**src/rtl/fp32_isqrt_operand_prep.sv**
```systemverilog
// fp32_isqrt_operand_prep: unpack and classify an fp32 operand into mantissa, half-exponent and special result for the rsqrt core
// CLK, RST, CE: clock, synchronous active-high reset, clock enable
// in_valid, in_ready, in_data: operand handshake and IEEE-754 single operand
// out_valid, out_ready: result handshake; out_mant: 1.(WL-1) mantissa; out_hexp: signed -h
// out_odd: exponent is odd; out_special, out_spec_val: bypass result for special operands
module fp32_isqrt_operand_prep #(
  parameter int WL = 24,
  parameter int EW = 9,
  parameter bit SUBN_EN = 1'b1
) (
  input  logic          CLK,
  input  logic          RST,
  input  logic          CE,
  input  logic          in_valid,
  output logic          in_ready,
  input  logic [31:0]   in_data,
  output logic          out_valid,
  input  logic          out_ready,
  output logic [WL-1:0] out_mant,
  output logic [EW-1:0] out_hexp,
  output logic          out_odd,
  output logic          out_special,
  output logic [31:0]   out_spec_val
);
  typedef enum logic {IDLE, NORM} state_t;
  state_t state;
  logic [22:0] sr, frac;
  logic [23:0] shifted, m_sel;
  logic [7:0] ex;
  logic signed [9:0] e, e_in, e_sel, nh;
  logic sign, is_nan, is_zero, pos_sub, special, accept, consumed, load, spec_ld;
  logic [31:0] spec_val;
  logic [WL-1:0] one, m_ext;
  assign sign = in_data[31];
  assign ex = in_data[30:23];
  assign frac = in_data[22:0];
  assign is_nan = &ex & |frac;
  // with SUBN_EN=0 a subnormal is classified as a zero of the same sign
  assign is_zero = ~|ex & (~|frac | ~SUBN_EN);
  assign pos_sub = ~|ex & |frac & SUBN_EN & ~sign;
  assign special = is_nan | is_zero | sign | &ex;
  assign spec_val = is_nan ? {sign, 8'hFF, 1'b1, frac[21:0]} :
                    is_zero ? {sign, 8'hFF, 23'd0} :
                    sign ? 32'h7FC00000 : 32'h0;
  assign in_ready = CE & ~RST & (state == IDLE) & (~out_valid | out_ready);
  assign accept = in_valid & in_ready;
  assign consumed = out_valid & out_ready & CE;
  assign shifted = {sr, 1'b0};
  assign e_in = $signed({2'b00, ex}) - 10'sd127;
  // the same split/load path serves both the direct and the normalised operand
  assign e_sel = (state == NORM) ? e - 10'sd1 : e_in;
  assign m_sel = (state == NORM) ? shifted : {1'b1, frac};
  assign nh = -(e_sel >>> 1);
  assign load = (state == NORM) ? shifted[23] : accept & ~pos_sub;
  assign spec_ld = (state == IDLE) & special;
  assign one = {1'b1, {(WL-1){1'b0}}};
  assign m_ext = WL'(m_sel) << (WL - 24);
  always_ff @(posedge CLK)
    if (RST) begin
      state <= IDLE;
      out_valid <= 1'b0;
      out_mant <= '0;
      out_hexp <= '0;
      out_odd <= 1'b0;
      out_special <= 1'b0;
      out_spec_val <= '0;
      sr <= '0;
      e <= '0;
    end else if (CE) begin
      if (consumed) out_valid <= 1'b0;
      if (load) begin
        out_valid <= 1'b1;
        out_mant <= spec_ld ? one : m_ext;
        out_hexp <= spec_ld ? '0 : EW'(nh);
        out_odd <= ~spec_ld & e_sel[0];
        out_special <= spec_ld;
        out_spec_val <= spec_ld ? spec_val : '0;
      end
      if (state == NORM) begin
        sr <= shifted[22:0];
        e <= e_sel;
        if (shifted[23]) state <= IDLE;
      end else if (accept & pos_sub) begin
        sr <= frac;
        e <= -10'sd126;
        state <= NORM;
      end
    end
endmodule

```
**config.mk**
```make
export PLATFORM = sky130hd
export DESIGN_NAME = fp32_isqrt_operand_prep
export DESIGN_NICKNAME = d
export VERILOG_FILES = /design/src/rtl/fp32_isqrt_operand_prep.sv
export SDC_FILE = /design/constraint.sdc
export NUM_CORES = 1
export LEC_CHECK = 0
export ABC_AREA = 1
export BUFFER_PORTS_ARGS = -buffer_cell sky130_fd_sc_hd__buf_2
export CORE_UTILIZATION = 55
export DETAILED_ROUTE_END_ITERATION = 10
export PLACE_DENSITY = 0.85
export SLEW_MARGIN = 20
export SYNTH_ARGS = -nofsm -noshare
export SYNTH_HDL_FRONTEND = slang
export SYNTH_SLANG_ARGS = --single-unit
```
**constraint.sdc**
```tcl
create_clock -name CLK -period 3.1 [get_ports CLK]
set_input_delay 0.62 -clock CLK [delete_from_list [all_inputs] [get_ports CLK]]
set_output_delay 0.62 -clock CLK [all_outputs]
set_load 0.01 [all_outputs]
```
==> impl_metrics.csv, run 1 <==
group,metric,value,unit
outcome,status,"complete, no violations",
floorplan,fp-row-count,32,
floorplan,io-pin-count,106,
route,num_vias,4582,
global_routing,overflow,0,
cts,htree_levels,3,
place,gp_congestion,0.948,
setup_path,cp-start-kind,"input port",
cells_and_area,mostFrequentLayoutCell,"nand2_1",
cts,clkSinkCount,95,
cts,post_cts_buffers,0,
route,post_drt_wl_per_cell,13.1,µm
sta,hold_viol,0,
yosys,synth_compound_area_frac,0.178,
yosys,synth_xor_area_frac,0,
sta,fin_worst_skew,0.0119,ns
yosys,synthTopCellsByArea,"dfxtp_1 (43%), nand2_1 (16%), a21oi_1 (10%)",
power,p_leak,2.25,nW
yosys,syn_nets,691,
setup_path,r2r-start,"state$_SDFFE_PP0P_",
floorplan,dieArea,8500,µm²
sta,finalCritPeriodShare,0.782,
setup_path,required,3.39,ns
yosys,ys_ff_latch,95,
sta,slew_headroom,0.420,
global_routing,grt_max_degree,65,
yosys,netlist_instances,650,
cts,clkLatencyLatePin,0.36,ns
sta,whs,0.455,ns
setup_path,endpoint_kind,"flop",
cells_and_area,drive_gt1_frac,0.195,
global_routing,grt_pass1_vias,4072,
yosys,syn_area,4470,µm²
cells_and_area,fin_nets,770,
sta,clock.fmax,412,MHz
cells_and_area,n_antenna_cell,0,
yosys,synth_top_family_by_area,"simple AND/OR/NAND/NOR gates",
job,drv_cap,0,
route,antenna_left,0,
cts,cts_resized,0,
min_path,min_from,"sr[10]$_SDFFE_PP0P_",
global_routing,antenna_found_initial,0,
yosys,synth_warnings,0,
cts,clock_path_buffers,2,
route,finalWirelength,11.0,mm
place,placed_cell_area,4920,µm²
yosys,avgSynthCellArea,6.88,µm²
yosys,synthSimpleGateAreaFrac,0.283,
cts,clk_pin_slew,0.09,ns
setup_path,cp-startpoint,"in_data[13]",
setup_path,crit_fanout,34,
yosys,yosysSeqAreaShare,0.425,
route,viasPerCell,5.48,
cells_and_area,design_area,5090,µm²
power,power_density,426,nW/µm²
cells_and_area,area_growth,13.8,%
sta,slew_viol_final,0,
floorplan,die_w,92.2,µm
sta,tightest_slew,0.869,ns
place,io_buffers,105,
cts,cts_made_buffers,9,
floorplan,core,7810,µm²
setup_path,critPathKind,"in2reg",
route,dr.first_iter.drc_count,368,
yosys,synth_mux_area_frac,0,
floorplan,die_h,92.2,µm
setup_path,cp.arrival,2.71,ns
sta,fin_tns_setup,0,ns
cts,cts_tree,"yes",
cts,cts-root-buf,"clkbuf_8",
global_routing,grt_usage,0.265,
global_routing,grt_first_pass_wirelength,18.2,mm
sta,rsz0062_at_grt,"no",
sta,setup_viol,0,
yosys,yosys.area_share.adder,0.0112,
cts,postCtsHoldBufs,0,
yosys,netlist.area_leader.share,0.425,
route,drc,0,
cells_and_area,mostFrequentLayoutCells,"nand2_1 (190), buf_2 (105), dfxtp_1 (95), a21oi_1 (89), o21ai_0 (54)",
yosys,synth_cell_types,33,
min_path,hold_class,"reg2reg",
place,dpl.hpwl,7.86,mm
power,vdd_ir_drop_max,0.000316,V
yosys,synth_area_leader_cell,"dfxtp_1",
sta,min_period,2.43,ns
route,drtPass1Iterations,6,
floorplan,start_util,0.573,
-- cell families after synthesis --
family                     count (synthesis)
buffers and inverters                     99
AOI/OAI and AO/OA                        152
DFF                                       95
adders and majority gates                  4
and+or+nand+nor                          300
-- registers in the layout, indices dropped and copies added, names as in the netlist --
| signal | cells |
|---|---|
| out_valid | 1 |
| out_odd | 1 |
| e | 10 |
| out_spec_val | 25 |
| out_hexp | 9 |
| out_special | 1 |
| out_mant | 24 |
| state | 1 |
| sr | 23 |
-- power breakdown --
group	total (W)	leakage, nW	internal [W]	switching (W)
clock network	0.000738	0.0829	0.000296	0.000442
logic	0.000195	1.40	0.0000644	0.000131
registers	0.00124	0.766	0.00123	0.00000600
total	0.00217	2.25	0.00159	0.000579
-- area by class of cell --
class | instances | area (µm²)
fill | 706 | 2720
multi-input combinational | 456 | 2110
sequential | 95 | 1900
timing repair buffer | 110 | 563
inverter | 57 | 216
clock buffer | 10 | 128
tap | 102 | 128
clock inverter | 6 | 46.3
-- routing by layer --
layer,global-route usage,share of wire
met5,0,0
met3,0.0439,0.067
met4,0.116,0.024
met1,0.334,0.44
met2,0.445,0.47
-- worst max-delay path: stages --
cell     delay (ns)
buf_2          0.12
nor2_1         0.13
nand2_1        0.06
nor2_1         0.16
nand3_2        0.16
nand2_1        0.12
nand2_2        0.06
nand2_4        0.10
inv_4          0.12
a21oi_4        0.70
nand2_1        0.19
a21oi_1        0.16
-- through the flow --
| step | worst slack, ns | total power, W | utilization | cells |
|---|---|---|---|---|
| 2_1_floorplan | 0.989 | 0.00139 | - | 650 |
| 6_report | 0.675 | 0.00217 | 0.652 | 836 |
| 5_1_grt | 0.436 | 0.00225 | 0.652 | 836 |
| 3_5_place_dp | 0.346 | 0.00146 | 0.630 | 820 |
| 4_1_cts | 0.719 | 0.00217 | 0.652 | 836 |
| 3_3_place_gp | 0.401 | 0.00145 | 0.630 | 820 |
-- path summary, 6_finish.rpt --
kind / end / slack [ns] / cells after the start
setup / recovery: out_odd$_SDFFE_PP0P_ / 0.67 / 12
hold / removal: sr[10]$_SDFFE_PP0P_ / 0.46 / 2
setup reg to reg: out_odd$_SDFFE_PP0P_ / 0.76 / 9
hold reg to reg: sr[10]$_SDFFE_PP0P_ / 0.46 / 2
-- cells in the mapped netlist --
cell type and instances:
a21oi_1 89, a21oi_4 1, a221oi_1 1, a31oi_1 1, buf_1 2, buf_2 9
buf_4 10, buf_6 5, clkbuf_1 15, clkbuf_2 1, dfxtp_1 95, ha_1 4
inv_1 52, inv_2 4, inv_4 1, nand2_1 190, nand2_2 3, nand2_4 1
nand3_1 53, nand3_2 1, nand3b_1 2, nand4_1 6, nor2_1 36, nor2_2 4
nor2_4 1, nor3_1 2, nor3b_2 1, o211ai_1 1, o211ai_2 1, o21ai_0 54
o21ai_1 1, o21bai_1 2, o31ai_1 1
Power figures use the tool's default switching activity.
==> inputs of run 2 (changes only) <==
--- a/config.mk
+++ b/config.mk
@@ -7,9 +7,9 @@
 export LEC_CHECK = 0
 export ABC_AREA = 1
 export BUFFER_PORTS_ARGS = -buffer_cell sky130_fd_sc_hd__buf_2
-export CORE_UTILIZATION = 55
+export CORE_UTILIZATION = 54
 export DETAILED_ROUTE_END_ITERATION = 10
-export PLACE_DENSITY = 0.85
+export PLACE_DENSITY = 0.83
 export SLEW_MARGIN = 20
 export SYNTH_ARGS = -nofsm -noshare
 export SYNTH_HDL_FRONTEND = slang
==> constraint.sdc (replaced) <==
create_clock -name CLK -period 2.4 [get_ports CLK]
set_input_delay 0.48 -clock CLK [delete_from_list [all_inputs] [get_ports CLK]]
set_output_delay 0.48 -clock CLK [all_outputs]
set_load 0.01 [all_outputs]
==> impl_metrics.csv, run 2 (synthesized netlist as in run 1, its figures left out) <==
group,metric,value,unit
route,post_drt_wl_per_cell,13.0,µm
cts,postCtsHoldBufs,0,
cts,cts_tree,"yes",
floorplan,core,7890,µm²
power,p_comb_frac,0.092,
min_path,hold_class,"in2reg",
sta,finalCritPeriodShare,0.916,
power,p_leak,2.31,nW
setup_path,required,2.70,ns
cts,clkLatencyLatePin,0.36,ns
cells_and_area,area_growth,16.7,%
global_routing,grt_usage,0.254,
route,finalWirelength,11.0,mm
floorplan,die_h,93.0,µm
setup_path,crit_fanout,33,
floorplan,io-pin-count,106,
global_routing,grt_first_pass_wirelength,17.8,mm
cells_and_area,largest-register,"out_spec_val",
cells_and_area,num-fill-cells,732,
power,power_density,545,nW/µm²
global_routing,antenna_found_initial,0,
cells_and_area,mostFrequentLayoutCells,"nand2_1 (190), buf_2 (105), dfxtp_1 (95), a21oi_1 (89), o21ai_0 (54)",
floorplan,fp-row-count,32,
setup_path,cp-start-kind,"flop",
place,dp_cells,830,
floorplan,die_w,93.0,µm
sta,tightest_slew,0.855,ns
power,vdd_ir_drop_max,0.000336,V
setup_path,cp_common_cell,"nand3_1",
cells_and_area,mostFrequentLayoutCell,"nand2_1",
cts,htree_levels,3,
sta,slew_headroom,0.430,
route,antenna_left,0,
outcome,status,"complete, no violations",
cells_and_area,top_regs,"out_spec_val x25, out_mant x24, sr x23",
setup_path,critPathKind,"reg2reg",
cells_and_area,n_antenna_cell,0,
setup_path,cp_top_family,"simple AND/OR/NAND/NOR gates",
power,p_sw,0.000771,W
setup_path,endpoint_kind,"flop",
cts,cts_made_buffers,9,
power,power_frac_seq,0.562,
floorplan,start_util,0.567,
sta,slew_viol_final,0,
route,num_vias,4506,
global_routing,overflow,0,
global_routing,grt_use_met1,0.343,
power,p_clk_frac,0.346,
cts,clkSinkCount,95,
route,drtPass1Iterations,5,
setup_path,cp.arrival,2.49,ns
sta,rsz0062_at_grt,"no",
global_routing,grt_pass1_vias,3953,
cts,clk_pin_slew,0.10,ns
route,viasPerCell,5.32,
sta,clock.fmax,455,MHz
setup_path,critPathBufInv,3,
place,io_buffers,105,
sta,fin_tns_setup,0,ns
setup_path,slowest_stage,"dfxtp_1",
global_routing,met3_usage,0.0366,
setup_path,path_cells,"inv_2, buf_4, nand3_1, nand2_1, inv_1, ha_1, nand3_1, nor2_2, nand2_1, o21ai_0, nand3_1, a21oi_1",
global_routing,top_usage_layer,"met2",
cells_and_area,fin_nets,781,
cells_and_area,largest_register_ffs,25,
sta,min_period,2.20,ns
floorplan,dieArea,8650,µm²
power,p_int,0.00207,W
place,dpl.hpwl,7.71,mm
place,gp_congestion,0.849,
setup_path,critPathMaxStageDelay,0.55,ns
power,p_sw_frac,0.271,
route,dr.first_iter.drc_count,284,
cts,cts-root-buf,"clkbuf_8",
sta,hold_viol,0,
global_routing,grt_max_degree,65,
job,drv_cap,0,
cells_and_area,fin_cells,847,
cells_and_area,drive_gt1_frac,0.208,
global_routing,met2_usage,0.420,
sta,fin_worst_skew,0.00975,ns
sta,setup_viol,0,
route,drc,0,
cts,clock_path_buffers,2,
[run 2: repair_timing]
item,in CTS,in global routing
resized for setup,0,2
endpoints found under the setup margin,0,9
buffers inserted,0,0
endpoints found under the hold margin,0,0
[run 2: path summary, 6_finish.rpt]
path	startpoint	end	slack, ns	depth (start not counted)
setup / recovery	state$_SDFFE_PP0P_	out_hexp[6]$_SDFFE_PP0P_	0.20	12
hold / removal	in_data[4]	out_spec_val[4]$_SDFFE_PP0P_	0.40	3
setup reg to reg	state$_SDFFE_PP0P_	out_hexp[6]$_SDFFE_PP0P_	0.20	12
hold reg to reg	sr[11]$_SDFFE_PP0P_	sr[11]$_SDFFE_PP0P_	0.45	2
[run 2: final cells by class]
type	count	area, µm²	area share
Multi-Input combinational cell	457	2130	0.408
Sequential cell	95	1900	0.364
Timing Repair Buffer	120	663	0.127
Inverter	57	216	0.0415
Clock buffer	10	128	0.0245
Tap cell	102	128	0.0245
Clock inverter	6	51.3	0.00983
[run 2: worst reg2reg max path, delay by kind of cell, from the launching register on]
kind                     cells  cell delay [ns]
AND/OR/NAND/NOR              6             0.70
buffers and inverters        3             0.43
adder cells (fa/ha/maj)      1             0.18
flip-flops                   1             0.55
AO/OA/AOI/OAI                2             0.29
[run 2: metal layers]
| metal | vias to the layer above | part of all wire | wire [µm] |
|---|---|---|---|
| li1 | 2287 | - | - |
| met1 | 2040 | 0.45 | 4970 |
| met2 | 168 | 0.47 | 5140 |
| met3 | 11 | 0.068 | 749 |
| met4 | 0 | 0.010 | 114 |
| met5 | - | 0 | 0 |
[run 2: power groups by stage]
stage	Clock [W]	Sequential (W)	Combinational [W]
2_1_floorplan	0	0.00164	0.000152
3_3_place_gp	0	0.00163	0.000251
3_5_place_dp	0	0.00163	0.000257
4_1_cts	0.00100	0.00160	0.000258
5_1_grt	0.00107	0.00160	0.000291
6_report	0.000985	0.00160	0.000262
[run 2: metrics by stage]
stage	util	worst slack [ns]	area [µm²]	total power [W]	hold WS (ns)
after floorplan	-	0.429	4470	0.00179	0.424
after detailed placement	0.636	-0.0426	5020	0.00189	0.438
after global routing	0.662	0.0138	5220	0.00296	0.390
final	0.662	0.202	5220	0.00284	0.397
after CTS	0.659	0.187	5200	0.00286	0.380
after global placement	0.636	0.0383	5020	0.00189	0.432
